--- src/rtl/secded_decoder_pipe_if.sv ---
// Codeword-in / corrected-word-out bus of the SECDED decoder.
// slave = decoder side, master = producer/consumer side.
// Widths derive from DATA_W exactly as in the decoder.
interface secded_decoder_pipe_if #(
  parameter int DATA_W = 8
);

  function automatic int calc_parity_w(int dw);
    int p;
    p = 1;
    while ((1 << p) < dw + p + 1) p++;
    return p;
  endfunction

  localparam int PARITY_W = calc_parity_w(DATA_W);
  localparam int CODE_W   = DATA_W + PARITY_W + 1;

  logic                in_valid;
  logic                in_ready;
  logic [CODE_W-1:0]   in_code;
  logic                out_valid;
  logic                out_ready;
  logic [DATA_W-1:0]   out_data;
  logic                out_err_corr;
  logic                out_err_uncorr;
  logic [PARITY_W-1:0] out_err_pos;

  modport slave (
    input  in_valid, in_code, out_ready,
    output in_ready, out_valid, out_data, out_err_corr, out_err_uncorr, out_err_pos
  );

  modport master (
    output in_valid, in_code, out_ready,
    input  in_ready, out_valid, out_data, out_err_corr, out_err_uncorr, out_err_pos
  );

endinterface

--- src/rtl/secded_decoder_pipe.sv ---
// Pipelined extended-Hamming (SECDED) decoder; optional error counters under SECDED_STATS_EN.
// Latency: 2 cycles input transfer to out_valid; 1 word/cycle while out_ready is high.
// Backpressure: stages advance only into an empty/draining slot; in_ready is combinational from out_ready.
module secded_decoder_pipe #(
  parameter int DATA_W = 8,
  parameter int CNT_W  = 16
) (
  input  logic                 clk,
  input  logic                 rst,
  secded_decoder_pipe_if.slave bus,
  input  logic                 cnt_clr,
  output logic [CNT_W-1:0]     corr_cnt,
  output logic [CNT_W-1:0]     uncorr_cnt
);

  function automatic int calc_parity_w(int dw);
    int p;
    p = 1;
    while ((1 << p) < dw + p + 1) p++;
    return p;
  endfunction

  // Hamming position of data bit k: k-th non-power-of-two position >= 3.
  function automatic int data_pos(int k);
    int n;
    int p;
    n = 0;
    p = 0;
    for (int i = 3; i < 128; i++) begin
      if ((i & (i - 1)) != 0) begin
        if (n == k && p == 0) p = i;
        n++;
      end
    end
    return p;
  endfunction

  localparam int PARITY_W = calc_parity_w(DATA_W);
  localparam int CODE_W   = DATA_W + PARITY_W + 1;

  logic [PARITY_W-1:0] syn_c;
  logic [DATA_W-1:0]   dat_c;
  logic                s1_valid;
  logic                s1_perr;
  logic [PARITY_W-1:0] s1_syn;
  logic [DATA_W-1:0]   s1_dat;
  logic                s1_adv;
  logic                flip_c;
  logic                corr_c;
  logic                uncorr_c;
  logic [PARITY_W-1:0] pos_c;
  logic [DATA_W-1:0]   fixed_c;

  assign s1_adv       = !bus.out_valid || bus.out_ready;
  assign bus.in_ready = !s1_valid || s1_adv;

  // Syndrome: XOR of the position indices of every set bit above bit 0.
  always_comb begin
    syn_c = '0;
    for (int i = 1; i < CODE_W; i++) begin
      if (bus.in_code[i]) syn_c = syn_c ^ PARITY_W'(i);
    end
  end

  // Parity positions are dead once the syndrome is formed, so only data bits travel to stage 2.
  for (genvar k = 0; k < DATA_W; k++) begin : g_dat
    localparam int POS = data_pos(k);
    assign dat_c[k]   = bus.in_code[POS];
    assign fixed_c[k] = s1_dat[k] ^ (flip_c && (int'(s1_syn) == POS));
  end

  // Stage 1: capture syndrome, overall parity and data bits.
  always_ff @(posedge clk or posedge rst) begin
    if (rst) begin
      s1_valid <= 1'b0;
      s1_perr  <= 1'b0;
      s1_syn   <= '0;
      s1_dat   <= '0;
    end else if (bus.in_ready) begin
      s1_valid <= bus.in_valid;
      if (bus.in_valid) begin
        s1_syn  <= syn_c;
        s1_perr <= ^bus.in_code;
        s1_dat  <= dat_c;
      end
    end
  end

  // Classify the stage-1 word: clean, correctable (incl. bit 0) or uncorrectable.
  always_comb begin
    flip_c   = 1'b0;
    corr_c   = 1'b0;
    uncorr_c = 1'b0;
    pos_c    = '0;
    if (s1_syn == '0) begin
      corr_c = s1_perr;
    end else if (s1_perr && (int'(s1_syn) < CODE_W)) begin
      flip_c = 1'b1;
      corr_c = 1'b1;
      pos_c  = s1_syn;
    end else begin
      uncorr_c = 1'b1;
      pos_c    = s1_syn;
    end
  end

  // Stage 2: register corrected word and flags; hold while the consumer stalls.
  always_ff @(posedge clk or posedge rst) begin
    if (rst) begin
      bus.out_valid      <= 1'b0;
      bus.out_data       <= '0;
      bus.out_err_corr   <= 1'b0;
      bus.out_err_uncorr <= 1'b0;
      bus.out_err_pos    <= '0;
    end else if (s1_adv) begin
      bus.out_valid <= s1_valid;
      if (s1_valid) begin
        bus.out_data       <= uncorr_c ? '0 : fixed_c;
        bus.out_err_corr   <= corr_c;
        bus.out_err_uncorr <= uncorr_c;
        bus.out_err_pos    <= pos_c;
      end
    end
  end

`ifdef SECDED_STATS_EN
  logic out_xfer;
  assign out_xfer = bus.out_valid && bus.out_ready;

  // Saturating error counters; a clear wins over a same-cycle increment.
  always_ff @(posedge clk or posedge rst) begin
    if (rst) begin
      corr_cnt   <= '0;
      uncorr_cnt <= '0;
    end else if (cnt_clr) begin
      corr_cnt   <= '0;
      uncorr_cnt <= '0;
    end else begin
      if (out_xfer && bus.out_err_corr && (corr_cnt != '1))
        corr_cnt <= corr_cnt + 1'b1;
      if (out_xfer && bus.out_err_uncorr && (uncorr_cnt != '1))
        uncorr_cnt <= uncorr_cnt + 1'b1;
    end
  end
`else
  logic unused_cnt_clr;
  assign unused_cnt_clr = cnt_clr;
  assign corr_cnt       = '0;
  assign uncorr_cnt     = '0;
`endif

endmodule
--- src/flat_wrapper.sv ---
// flat-port wrapper written by rule: the top's interface ports become plain ports
module secded_decoder_pipe_flat 
#(
  parameter int DATA_W = 8,
  parameter int CNT_W  = 16
)
  (clk, rst, cnt_clr, corr_cnt, uncorr_cnt, bus_in_valid, bus_in_code, bus_out_ready, bus_in_ready, bus_out_valid, bus_out_data, bus_out_err_corr, bus_out_err_uncorr, bus_out_err_pos);
  secded_decoder_pipe_if #(.DATA_W(DATA_W)) bus_i ();
  input  logic clk;
  input  logic rst;
  input  logic cnt_clr;
  output logic [CNT_W-1:0] corr_cnt;
  output logic [CNT_W-1:0] uncorr_cnt;
  input wire logic [$bits(bus_i.in_valid)-1:0] bus_in_valid;
  input wire logic [$bits(bus_i.in_code)-1:0] bus_in_code;
  input wire logic [$bits(bus_i.out_ready)-1:0] bus_out_ready;
  output wire logic [$bits(bus_i.in_ready)-1:0] bus_in_ready;
  output wire logic [$bits(bus_i.out_valid)-1:0] bus_out_valid;
  output wire logic [$bits(bus_i.out_data)-1:0] bus_out_data;
  output wire logic [$bits(bus_i.out_err_corr)-1:0] bus_out_err_corr;
  output wire logic [$bits(bus_i.out_err_uncorr)-1:0] bus_out_err_uncorr;
  output wire logic [$bits(bus_i.out_err_pos)-1:0] bus_out_err_pos;
  assign bus_i.in_valid = bus_in_valid;
  assign bus_i.in_code = bus_in_code;
  assign bus_i.out_ready = bus_out_ready;
  assign bus_in_ready = bus_i.in_ready;
  assign bus_out_valid = bus_i.out_valid;
  assign bus_out_data = bus_i.out_data;
  assign bus_out_err_corr = bus_i.out_err_corr;
  assign bus_out_err_uncorr = bus_i.out_err_uncorr;
  assign bus_out_err_pos = bus_i.out_err_pos;
  secded_decoder_pipe #(.DATA_W(DATA_W), .CNT_W(CNT_W)) u_core (.clk(clk), .rst(rst), .bus(bus_i), .cnt_clr(cnt_clr), .corr_cnt(corr_cnt), .uncorr_cnt(uncorr_cnt));
endmodule
--- config.mk ---
export PLATFORM = sky130hd
export DESIGN_NAME = secded_decoder_pipe_flat
export DESIGN_NICKNAME = d
export VERILOG_FILES = /design/src/rtl/secded_decoder_pipe_if.sv /design/src/rtl/secded_decoder_pipe.sv /design/src/flat_wrapper.sv
export SDC_FILE = /design/constraint.sdc
export NUM_CORES = 1
export LEC_CHECK = 0
export CORE_MARGIN = 4
export CORE_UTILIZATION = 40
export CTS_CLUSTER_DIAMETER = 120
export DETAILED_ROUTE_END_ITERATION = 16
export GPL_ROUTABILITY_DRIVEN = 0
export PLACE_DENSITY = 0.79
export SLEW_MARGIN = 15
export SYNTH_ARGS = -nofsm -noshare
export SYNTH_HDL_FRONTEND = slang
export SYNTH_SLANG_ARGS = --single-unit
--- constraint.sdc ---
create_clock -name clk -period 1.64 [get_ports clk]
set_input_delay 0.328 -clock clk [delete_from_list [all_inputs] [get_ports clk]]
set_output_delay 0.328 -clock clk [all_outputs]
set_load 0.005 [all_outputs]
==> results.cfg <==
[worst_setup_path]
timing.reg2reg.setup_slack_ns = 0.27
crit_arrival_ns = 1.79
crit_path_max_fanout = 2
critPathLaunchType = input pin
r2r-end = u_core.bus.out_data[6]
end_kind = flip-flop
crit_type = in -> reg
required_ns = 1.84
rr_worst_depth = 4
r2r_start = u_core.s1_syn[0]

[sta]
setup_viol = 0
period_needed_ns = 1.59
drv_slew = 0
hold_viol_final = 0
rsz0062_at_grt = false
final.setup.tns_ns = 0
clock_skew_ns = 0.00620
fin_ws_ns = 0.0548
fmax_ghz = 0.631
fin_crit_sh_pct = 96.7

[detailed_routing]
drc = 0
drtPass1Iterations = 4
postRouteAntennaNets = 0
totalWireLength_um = 2910
vias = 1129
routedWlPerCell_um = 11.2
vias_per_cell = 4.36
first_iter_violations = 10

[cts]
cts_tree = done
post_cts.repair.setup_buffers = 0
cts_buffers = 5
clock_latency_ns = 0.28
clk_pin_slew_worst_paths_ns = 0.06
clockRootBuffer = clkbuf_8
h-tree-depth = 2
clkSinkCount = 29
clk_path_buf_depth = 2

[placement]
dp_slack_ns = -0.357
dpl_cell_area_mm2 = 0.00205
io_buffers = 32
dpl.hpwl_um = 2340

[min_path]
hp-class = in -> async

[power]
pwr-share-clk_pct = 22.9
total_power_mw = 2.57
pwr-share-seq_pct = 42.6
ir_worst_vdd_v = 0.000558
powerDensity_mw_per_mm2 = 1200
power_leakage_nw = 0.942
switching_share_pct = 28.9
power.share.combinational_pct = 34.5
p_int_mw = 1.82
power.switching_mw = 0.741

[yosys]
netlist_top_cells_area = dfrtp_1 43%, buf_4 14%, xnor2_1 11%
ys_seq_area_share_pct = 43.2
syn_inst = 159
synthFlopType = dfrtp_1
synth_top_cell_area_share_pct = 43.2
yosysMostFrequentCell = buf_4
ys_seq_elements = 29
synthArstFlopShare_pct = 100
synth.largest_area_cell = dfrtp_1
yosysUniqueCellTypes = 22
syn_avg_cell_area_um2 = 10.6
synth_common_cells = 32 x buf_4, 29 x dfrtp_1, 21 x xnor2_1
ys_warn_count = 0
synth_area_mm2 = 0.00168
synth-edff-count = 0

[grt]
overflow = 0
first_global_vias = 1091
grt_usage_pct = 12.2
antenna_found_initial = 0
grt_max_degree = 30
grt_pass1_wl_um = 4850

[final_layout]
syn2layout_area_growth_pct = 27.3
antenna_cells = 0
fin_area_mm2 = 0.00214
final_core_util_pct = 53.1
drive_above_1_share_pct = 17.7
nets = 227
fillers = 374

[floorplan]
start_util_pct = 41.7
io_pins = 66
die_width_um = 72.8
num_rows = 23
die-height_um = 72.8
core_mm2 = 0.00403
die-area_mm2 = 0.00530

[flow_run]
cap_violations = 0

[outcome]
status = finished, final reports clean
==> worst max-delay path by stage <==
stage	depth (start not counted)	slack, ns	end	from
4_1_cts	5	0.06	u_core.s1_perr	bus_in_code[12]
3_5_place_dp	5	-0.36	u_core.s1_perr	bus_in_code[9]
3_3_place_gp	5	-0.33	u_core.s1_perr	bus_in_code[9]
5_1_grt	5	0.006	u_core.s1_perr	bus_in_code[12]
6_report	5	0.05	u_core.s1_perr	bus_in_code[12]
2_1_floorplan	4	0.26	u_core.s1_perr	bus_in_code[9]
==> critical path: stages <==
cell	delay (ns)
clkdlybuf4s50_1	0.48
xnor3_1	0.44
xnor2_2	0.20
xnor3_1	0.23
o21ai_1	0.12
==> area by class of cell <==
cell class | instances | area (um2) | area share (%)
multi-input cells | 125 | 816 | 38.2
flip-flops and latches | 29 | 726 | 33.9
repair buffers | 47 | 444 | 20.8
clock buffers | 7 | 86.3 | 4.04
well taps | 50 | 62.6 | 2.93
inverters | 1 | 3.75 | 0.176
==> layout by cell type (no fill, tap or decap) <==
master / instances
o21ai_1: 1
buf_12: 1
nor4b_1: 1
clkbuf_8: 6
nor2_1: 7
o21bai_1: 1
o21ai_0: 14
clkbuf_1: 1
inv_1: 1
buf_4: 14
mux2_2: 13
nand2b_1: 5
xnor2_2: 1
nand4_1: 1
nand2_1: 18
xor2_1: 2
xnor3_1: 2
dfrtp_1: 29
or2_2: 1
xnor2_4: 1
nand3b_1: 3
a22oi_1: 1
xnor2_1: 21
clkdlybuf4s50_1: 31
dlygate4sd2_1: 1
conb_1: 32
==> repair_timing <==
action | CTS | global route
hold buffers | 0 | 0
gates resized for setup | 1 | 0
setup endpoints to repair | 2 | 0
==> power by group through the flow <==
stage | sequential (mW) | clock [mW] | combinational [mW]
floorplan | 1.08 | 0 | 0.492
global placement | 1.10 | 0 | 0.886
detailed placement | 1.11 | 0 | 0.902
CTS | 1.10 | 0.599 | 0.903
global route | 1.13 | 0.632 | 0.981
finish | 1.09 | 0.588 | 0.885
==> metrics by stage <==
step / instances / hold WS, ns
2_1_floorplan: 190 / 0.406
3_3_place_gp: 252 / 0.462
3_5_place_dp: 252 / 0.471
4_1_cts: 259 / 0.430
5_1_grt: 259 / 0.476
6_report: 259 / 0.412
==> metal layers <==
layer	GRT usage, %	up-vias	routed length, um
met3	4.41	7	285
li1	-	552	-
met5	0	-	0
met4	6.15	0	59
met1	14.4	518	1170
met2	19.4	52	1400
==> kinds of logic after synthesis <==
kind of cell              after synthesis  share of synthesized area (%)
and+or+nand+nor                        36                           10.1
buffers and inverters                  36                           15.2
DFF                                    29                           43.2
xor gates and xnor gates               27                           17.3
AOI/OAI and AO/OA                      17                           5.36
muxes                                  13                           8.71
other                                   1                          0.223
==> registers in the layout (all words and copies together), names as in the netlist <==
signal,flops
u_core.bus.out_data,8
u_core.s1_perr,1
u_core.bus.out_err_uncorr,1
u_core.bus.out_valid,1
u_core.bus.out_err_pos,4
u_core.s1_syn,4
u_core.bus.out_err_corr,1
u_core.s1_dat,8
u_core.s1_valid,1
(Power assumes the default switching activity.)
